===== src/rtl/iir_cascade.sv =====
// Cascade of NSEC direct-form-I biquads sharing one multiply-accumulate datapath,
// one section per clock, with ready/valid input, output saturation and sync clear.
module iir_cascade #(
    parameter int unsigned NB   = 12,
    parameter int unsigned NSEC = 2,
    parameter int unsigned CF   = NB - 2
) (
    input  logic                   clk,
    input  logic                   rst_n,
    input  logic                   clr,
    input  logic                   vIn,
    input  logic [NB-1:0]          dIn,
    output logic                   rdy,
    input  logic [3*NB*NSEC-1:0]   b,
    input  logic [2*NB*NSEC-1:0]   a,
    output logic [NB-1:0]          dOut,
    output logic                   vOut
);

    localparam int unsigned PW = 2 * NB;
    localparam int unsigned AW = 2 * NB + 3;
    localparam int unsigned KW = (NSEC > 1) ? $clog2(NSEC) : 1;

    localparam logic signed [AW-1:0] SAT_MAX = AW'((2 ** (NB - 1)) - 1);
    localparam logic signed [AW-1:0] SAT_MIN = AW'(-(2 ** (NB - 1)));

    typedef enum logic {
        IDLE = 1'b0,
        RUN  = 1'b1
    } state_t;

    state_t                state_q, state_d;
    logic [KW-1:0]         k_q, k_d;
    logic signed [NB-1:0]  x_reg_q, x_reg_d;
    logic signed [NB-1:0]  dout_q, dout_d;
    logic                  vout_q, vout_d;

    logic signed [NB-1:0]  x1_q [NSEC];
    logic signed [NB-1:0]  x2_q [NSEC];
    logic signed [NB-1:0]  y1_q [NSEC];
    logic signed [NB-1:0]  y2_q [NSEC];
    logic signed [NB-1:0]  x1_d [NSEC];
    logic signed [NB-1:0]  x2_d [NSEC];
    logic signed [NB-1:0]  y1_d [NSEC];
    logic signed [NB-1:0]  y2_d [NSEC];

    logic signed [NB-1:0]  c_b0, c_b1, c_b2, c_a1, c_a2;
    logic signed [NB-1:0]  h_x1, h_x2, h_y1, h_y2;
    logic signed [PW-1:0]  p_b0, p_b1, p_b2, p_a1, p_a2;
    logic signed [AW-1:0]  acc_c, shr_c;
    logic signed [NB-1:0]  y_c;

    // Select coefficients and histories of the section currently being processed
    always_comb begin
        c_b0 = '0;
        c_b1 = '0;
        c_b2 = '0;
        c_a1 = '0;
        c_a2 = '0;
        h_x1 = '0;
        h_x2 = '0;
        h_y1 = '0;
        h_y2 = '0;
        for (int i = 0; i < int'(NSEC); i++) begin
            if (k_q == KW'(i)) begin
                c_b0 = b[3*NB*i        +: NB];
                c_b1 = b[3*NB*i + NB   +: NB];
                c_b2 = b[3*NB*i + 2*NB +: NB];
                c_a1 = a[2*NB*i        +: NB];
                c_a2 = a[2*NB*i + NB   +: NB];
                h_x1 = x1_q[i];
                h_x2 = x2_q[i];
                h_y1 = y1_q[i];
                h_y2 = y2_q[i];
            end
        end
    end

    // Full-precision products, wide accumulate, floor shift and clamp
    always_comb begin
        p_b0  = PW'(c_b0) * PW'(x_reg_q);
        p_b1  = PW'(c_b1) * PW'(h_x1);
        p_b2  = PW'(c_b2) * PW'(h_x2);
        p_a1  = PW'(c_a1) * PW'(h_y1);
        p_a2  = PW'(c_a2) * PW'(h_y2);
        acc_c = AW'(p_b0) + AW'(p_b1) + AW'(p_b2) - AW'(p_a1) - AW'(p_a2);
        shr_c = acc_c >>> CF;
        if (shr_c > SAT_MAX) begin
            y_c = NB'(SAT_MAX);
        end else if (shr_c < SAT_MIN) begin
            y_c = NB'(SAT_MIN);
        end else begin
            y_c = NB'(shr_c);
        end
    end

    // Next-state: sequencing, history shifts and output capture
    always_comb begin
        state_d = state_q;
        k_d     = k_q;
        x_reg_d = x_reg_q;
        dout_d  = dout_q;
        vout_d  = 1'b0;
        x1_d    = x1_q;
        x2_d    = x2_q;
        y1_d    = y1_q;
        y2_d    = y2_q;

        if (clr) begin
            state_d = IDLE;
            k_d     = '0;
            for (int i = 0; i < int'(NSEC); i++) begin
                x1_d[i] = '0;
                x2_d[i] = '0;
                y1_d[i] = '0;
                y2_d[i] = '0;
            end
        end else begin
            case (state_q)
                IDLE: begin
                    if (vIn) begin
                        x_reg_d = dIn;
                        k_d     = '0;
                        state_d = RUN;
                    end
                end
                RUN: begin
                    for (int i = 0; i < int'(NSEC); i++) begin
                        if (k_q == KW'(i)) begin
                            x2_d[i] = x1_q[i];
                            x1_d[i] = x_reg_q;
                            y2_d[i] = y1_q[i];
                            y1_d[i] = y_c;
                        end
                    end
                    x_reg_d = y_c;
                    if (k_q == KW'(NSEC - 1)) begin
                        dout_d  = y_c;
                        vout_d  = 1'b1;
                        k_d     = '0;
                        state_d = IDLE;
                    end else begin
                        k_d = k_q + KW'(1);
                    end
                end
                default: state_d = IDLE;
            endcase
        end
    end

    always_ff @(posedge clk or negedge rst_n) begin
        if (!rst_n) begin
            state_q <= IDLE;
            k_q     <= '0;
            x_reg_q <= '0;
            dout_q  <= '0;
            vout_q  <= 1'b0;
            for (int i = 0; i < int'(NSEC); i++) begin
                x1_q[i] <= '0;
                x2_q[i] <= '0;
                y1_q[i] <= '0;
                y2_q[i] <= '0;
            end
        end else begin
            state_q <= state_d;
            k_q     <= k_d;
            x_reg_q <= x_reg_d;
            dout_q  <= dout_d;
            vout_q  <= vout_d;
            for (int i = 0; i < int'(NSEC); i++) begin
                x1_q[i] <= x1_d[i];
                x2_q[i] <= x2_d[i];
                y1_q[i] <= y1_d[i];
                y2_q[i] <= y2_d[i];
            end
        end
    end

    assign rdy  = (state_q == IDLE);
    assign dOut = dout_q;
    assign vOut = vout_q;

endmodule

===== config.mk =====
export PLATFORM = sky130hd
export DESIGN_NAME = iir_cascade
export DESIGN_NICKNAME = d
export VERILOG_FILES = /design/src/rtl/iir_cascade.sv
export SDC_FILE = /design/constraint.sdc
export NUM_CORES = 2
export LEC_CHECK = 0
export CORE_ASPECT_RATIO = 1.4
export CORE_MARGIN = 2
export CORE_UTILIZATION = 65
export DETAILED_ROUTE_END_ITERATION = 8
export HOLD_SLACK_MARGIN = 0.15
export PLACE_DENSITY = 0.88
export SLEW_MARGIN = 20
export SYNTH_ARGS = -nofsm -noshare
export SYNTH_HDL_FRONTEND = slang
export SYNTH_SLANG_ARGS = --single-unit

===== constraint.sdc =====
create_clock -name clk -period 24 [get_ports clk]
set_clock_uncertainty 0.15 [all_clocks]
set_input_delay 3.6 -clock clk [delete_from_list [all_inputs] [get_ports clk]]
set_output_delay 3.6 -clock clk [all_outputs]
set_load 0.005 [all_outputs]

Yosys cells after proc, flatten, opt, wreduce, memory -nomap -nowiden --
Index checks and enable logic that the tools add are counted.
Cells by class: add/subtract/negate cells 5, multiply operators 5, order comparisons 2, equal/unequal tests 3, mux-type cells 40, bitwise gates (word level) 2, reductions and logical operators 6
Operators by type and width (number):
- $mux 12 | 20
- $mux 24 | 8
- $mul 12x12->24 | 5
- $sub 26x24->27 | 1
- $sub 27x24->27 | 1
- $add 25x24->26 | 1
- $add 24x24->25 | 1
- $pmux 12 s2 | 1
- $gt 17x12->1 const B | 1
- $lt 17x12->1 const B | 1
- $mux 1 | 9
- $reduce_and 2->1 | 3
- $ne 2x2->1 const B | 2
- $pmux 1 s2 | 2
- $reduce_bool 2->1 | 2
- $ne 3x3->1 const B | 1
- $reduce_and 3->1 | 1
- $not 1->1 | 2
- $add 1x1->1 const B | 1
Storage, ports and cells: flip-flop bits (word level) 123, input bits 136, output and inout port bits 14, word-level logic and storage cells 76

Logic depth before layout (Yosys ltp) --
word-level depth 12, depth in mapped cells 35, mapped depth without buffers 31

Least setup slack after synthesis --
No wires, ideal clock.
kind input to register, start in b[47], end reg x_reg_q[10], arrival 11.754 ns, required time 23.713 ns, path slack 11.959 ns, stages on the path 30, path buffers 2, path through mux2_2 -> clkbuf_1 -> and2_1 -> ha_1 -> inv_1 -> fa_1 -> inv_1 -> fa_1 -> fa_1 -> fa_1 -> inv_1 -> fa_1 -> inv_1 -> fa_1 -> inv_1 -> fa_1 -> inv_1 -> fa_1 -> ha_1 -> ha_1 -> nand3_1 -> a2111oi_4 -> or3_1 -> mux2i_1 -> a221o_1 -> nor3_1 -> nand3_2 -> buf_6 -> a211oi_2 -> a21oi_1
On the way: longest elaborated chain between the ends 10, elaborated cells between the ends (all ways) 11
RTL lines:
- from (decl) | RTL line 14 | input logic [3*NB*NSEC-1:0] b,
- $mux 12 (*) | RTL line 65 | if (k_q == KW'(i)) begin
- $mul 12x12->24 (*) | RTL line 81 | p_b0 = PW'(c_b0) * PW'(x_reg_q);
- $add 24x24->25 (*) | RTL line 86 | acc_c = AW'(p_b0) + AW'(p_b1) + AW'(p_b2) - AW'(p_a1) - AW'(p_a2);
- $add 25x24->26 (*) | RTL line 86
- $sub 26x24->27 (*) | RTL line 86
- $sub 27x24->27 (*) | RTL line 86
- $lt 17x12->1 | RTL line 90 | end else if (shr_c < SAT_MIN) begin
- $mux 12 | RTL line 90
- $mux 12 (*) | RTL line 88 | if (shr_c > SAT_MAX) begin
- $pmux 12 s2 (*) | RTL line 119 | case (state_q)
- to (signal assigned) | RTL line 167 | x_reg_q <= x_reg_d;
- to (decl) | RTL line 34 | logic signed [NB-1:0] x_reg_q, x_reg_d;
Mark *: on every way between the ends. The rest lies on a longest branch, timed or not. A chain may end at the register's enable or synchronous reset.

Worst setup path after layout --
start in a[47], end reg x_reg_q[6]
On the way: longest elaborated chain between the ends 7, elaborated cells between the ends (all ways) 8
RTL lines:
- from (decl) | RTL line 15 | input logic [2*NB*NSEC-1:0] a,
- $mux 12 (*) | RTL line 65
- $mul 12x12->24 (*) | RTL line 85 | p_a2 = PW'(c_a2) * PW'(h_y2);
- $sub 27x24->27 (*) | RTL line 86
- $lt 17x12->1 | RTL line 90
- $mux 12 | RTL line 90
- $mux 12 (*) | RTL line 88
- $pmux 12 s2 (*) | RTL line 119
Marks and branches as above.

==> metrics.md <==
| Metric | Value |
|---|---|
| Async set-reset flop share out of synthesis | 100% |
| First-pass GRT wire length | 168 mm |
| DR WL/cell | ~23 microns |
| DRT Pass-1 Iters | 5 |
| Chip height | about 280 microns |
| Syn Nets | 4993 |
| Iter 0 DRT Violations | 2107 |
| Critical path arrival | between 10 and 15 ns |
| Fillers | 3925 |
| RSZ-0062 raised after global routing | no |
| Fin. Hold Viols | 0 |
| Top cells by area, synth | fa_1, inv_1, dfrtp_1 |
| Final nets | slightly above 5000 |
| DRC violations left | 0 |
| IO Pins | 150 |
| Area grow syn2layout | 8.47% |
| Vias in the first global route | roughly 31000 |
| Die ar. | 57600 sq um |
| Tot GR Track Use | about two fifths |
| # placed instances | 4536 |
| Warning count from the yosys run | 0 |
| Setup TNS | 0 ns |
| Non-Filler Instances | 4572 |
| Max_cap viols | 0 |
| R2r setup slk | 11.54 ns |
| Synth Cell Area | 36200 sq um |
| Hold crit path type | register to register |
| Number of hold buffers added after CTS | 0 |
| Post-synthesis sequential area ratio | under 10% |
| Clock Sinks | 123 |
| Most common cell type on the critical path | fa_1 |
| Ys flop type | dfrtp_1 |
| Clk Latency, worst-skew pair | about 0.43 ns |
| Cts repair resizes | 0 |
| Syn_area_per_cell | 9.74 sq um |
| Initial core utilization | 65.6% |
| Synthesized flop and latch total | about 120 |
| Routability cong. | roughly 1 |
| Fmax | 0.0724 GHz |
| Via/cell ratio | a little under 6 |
| Core ar. | approximately 55000 sq um |
| Root Buffer | clkbuf_16 |
| HPWL after DPL | 92.5 mm |
| Area leader, netlist | fa_1 |
| Antenna viol nets, final | 0 |
| Max H-tree Level | 4 |
| Synth cell types | 62 |
| Crit path launch type | input port |
| CP Capture Type | register |
| CP Max Fanout | 13 |
| Max stage delay cell, worst path | xor2_2 |
| Hold Path Depth | 1 |
| Die X-Extent | between 200 and 250 microns |
| Crit path time final | 13.81 ns |
| Port-buffer cells | 149 |
| Share of layout cells above drive strength 1 | ~6.0% |
| CTS tree | done |
| Sequential Area | between 3000 and 4000 sq um |
| Site row count | 102 |
| WL final | roughly 110 mm |
| CP peak stage delay | 0.64 ns |
| Mapped Cells | 3715 |
| Max_slew headroom | 18.5% |
| CP Class | input port to register |
| Status | finished clean |
| Fin area | 39300 sq um |
| Multi-input gate area | 28800 sq um |
| Pins Over Slew Limit | 0 |
| R2R cell count | 26 |
| Post-placement cell area | 38600 sq um |
| Global route overflow | 0 |
| Post-synth EDFFs | 0 |
| Total vias in the final route | ~27000 |
| WP data required | 24.12 ns |
| Num CTS Buffers | 17 |
| Setup violators final | 0 |
| Largest net degree at the start of global routing | 75 |
| Initial antenna violation count | 1 |
| Worst-path clk slew | ~0.060 ns |
| Worst Max-Slew Pin Slew | about 1.2 ns |
| Worst Hold Slack | 0.357 ns |
| Final worst-path cycle share | 57.5% |
| Synth top area share | 51.2% |
| Clock Tree Buf Depth | 2 |
| Post CTS Setup Buffer Count | 0 |
## registers in the layout, summed over array words and instances, names as in the netlist
signal	count
x1_q	24
x2_q	24
y1_q	24
y2_q	24
dOut	12
x_reg_q	12
k_q	1
state_q	1
vOut	1
## cell type report
type	instances	area share, %
Clock buffer	18	1.09
Inverter	1055	10.1
Multi-Input combinational cell	2431	73.3
Timing Repair Buffer	200	4.77
Tap cell	728	2.32
Antenna cell	3	0.0191
Sequential cell	123	7.85
Clock inverter	14	0.535
## cell families after synthesis
group,after synthesis,share of synthesized area (%)
flops,123,8.51
mux,179,5.25
other cells,1,0.0104
buf+inv,1161,12.1
compound gates,221,4.56
fa+ha+maj,1142,58.7
simple gates,853,10.0
xor+xnor,35,0.847
## worst paths after layout
check / start / endpoint
max in group asynchronous: rst_n / x1_q[19]
hold reg to reg: x2_q[15] / x2_q[15]
setup / recovery: a[47] / x_reg_q[6]
setup reg to reg: k_q / x_reg_q[6]
min in group asynchronous: rst_n / k_q
hold / removal: x2_q[15] / x2_q[15]
## layout by cell type, fill, tap and decap left out, types with 6 or more instances in the layout
cell type,n
inv_1,1054
fa_1,926
nand2_1,389
nor2_1,304
ha_1,216
clkdlybuf4s50_1,148
dfrtp_1,122
mux2_2,87
mux2i_1,86
a22o_1,70
and2_1,62
buf_4,52
a21oi_1,36
o21ai_1,34
xnor2_1,27
or2_2,22
nand2b_1,20
clkbuf_16,17
o21ai_0,16
nor3_1,13
nor2b_1,11
a211oi_2,10
o32ai_1,10
nor4_2,8
nand3_1,7
xor2_1,7
mux2i_2,6
a21o_1,6
## stage by stage
stage	util (%)	setup WS (ns)
after CTS	71.1	9.93
after floorplan	-	11.96
final	71.2	10.19
after global placement	70.0	9.74
after detailed placement	70.0	9.52
after global routing	71.2	9.77
## worst max-delay path, delay by kind of cell
kind | cells | cell delay [ns]
xor gates and xnor gates | 1 | 0.64
muxes | 1 | 0.34
adders and majority gates | 11 | 5.37
AOI/OAI and AO/OA | 6 | 1.75
buffers and inverters | 7 | 0.99
and+or+nand+nor | 3 | 1.20
## routing by layer
metal / share of wire (%) / track usage [%]
met4: 8.8 / 26.5
met5: 0 / 0
met2: 51 / 68.1
met1: 33 / 43.9
met3: 7.6 / 7.05
## cells in the mapped netlist (8+ instances only)
| cell type | count |
|---|---|
| inv_1 | 1054 |
| fa_1 | 926 |
| nand2_1 | 389 |
| nor2_1 | 306 |
| ha_1 | 216 |
| dfrtp_1 | 123 |
| mux2i_1 | 92 |
| mux2_2 | 87 |
| clkbuf_1 | 82 |
| a22o_1 | 70 |
| and2_1 | 62 |
| a21oi_1 | 37 |
| o21ai_1 | 34 |
| xnor2_1 | 27 |
| or2_2 | 22 |
| nand2b_1 | 20 |
| o21ai_0 | 16 |
| buf_1 | 13 |
| nor3_1 | 13 |
| nor2b_1 | 11 |
| a211oi_2 | 10 |
| o32ai_1 | 10 |
| buf_2 | 9 |
| nor4_2 | 8 |
| xor2_1 | 8 |
Power is not shown: default switching activity piles up to over one toggle a cycle in this logic, so the estimate is an artifact.
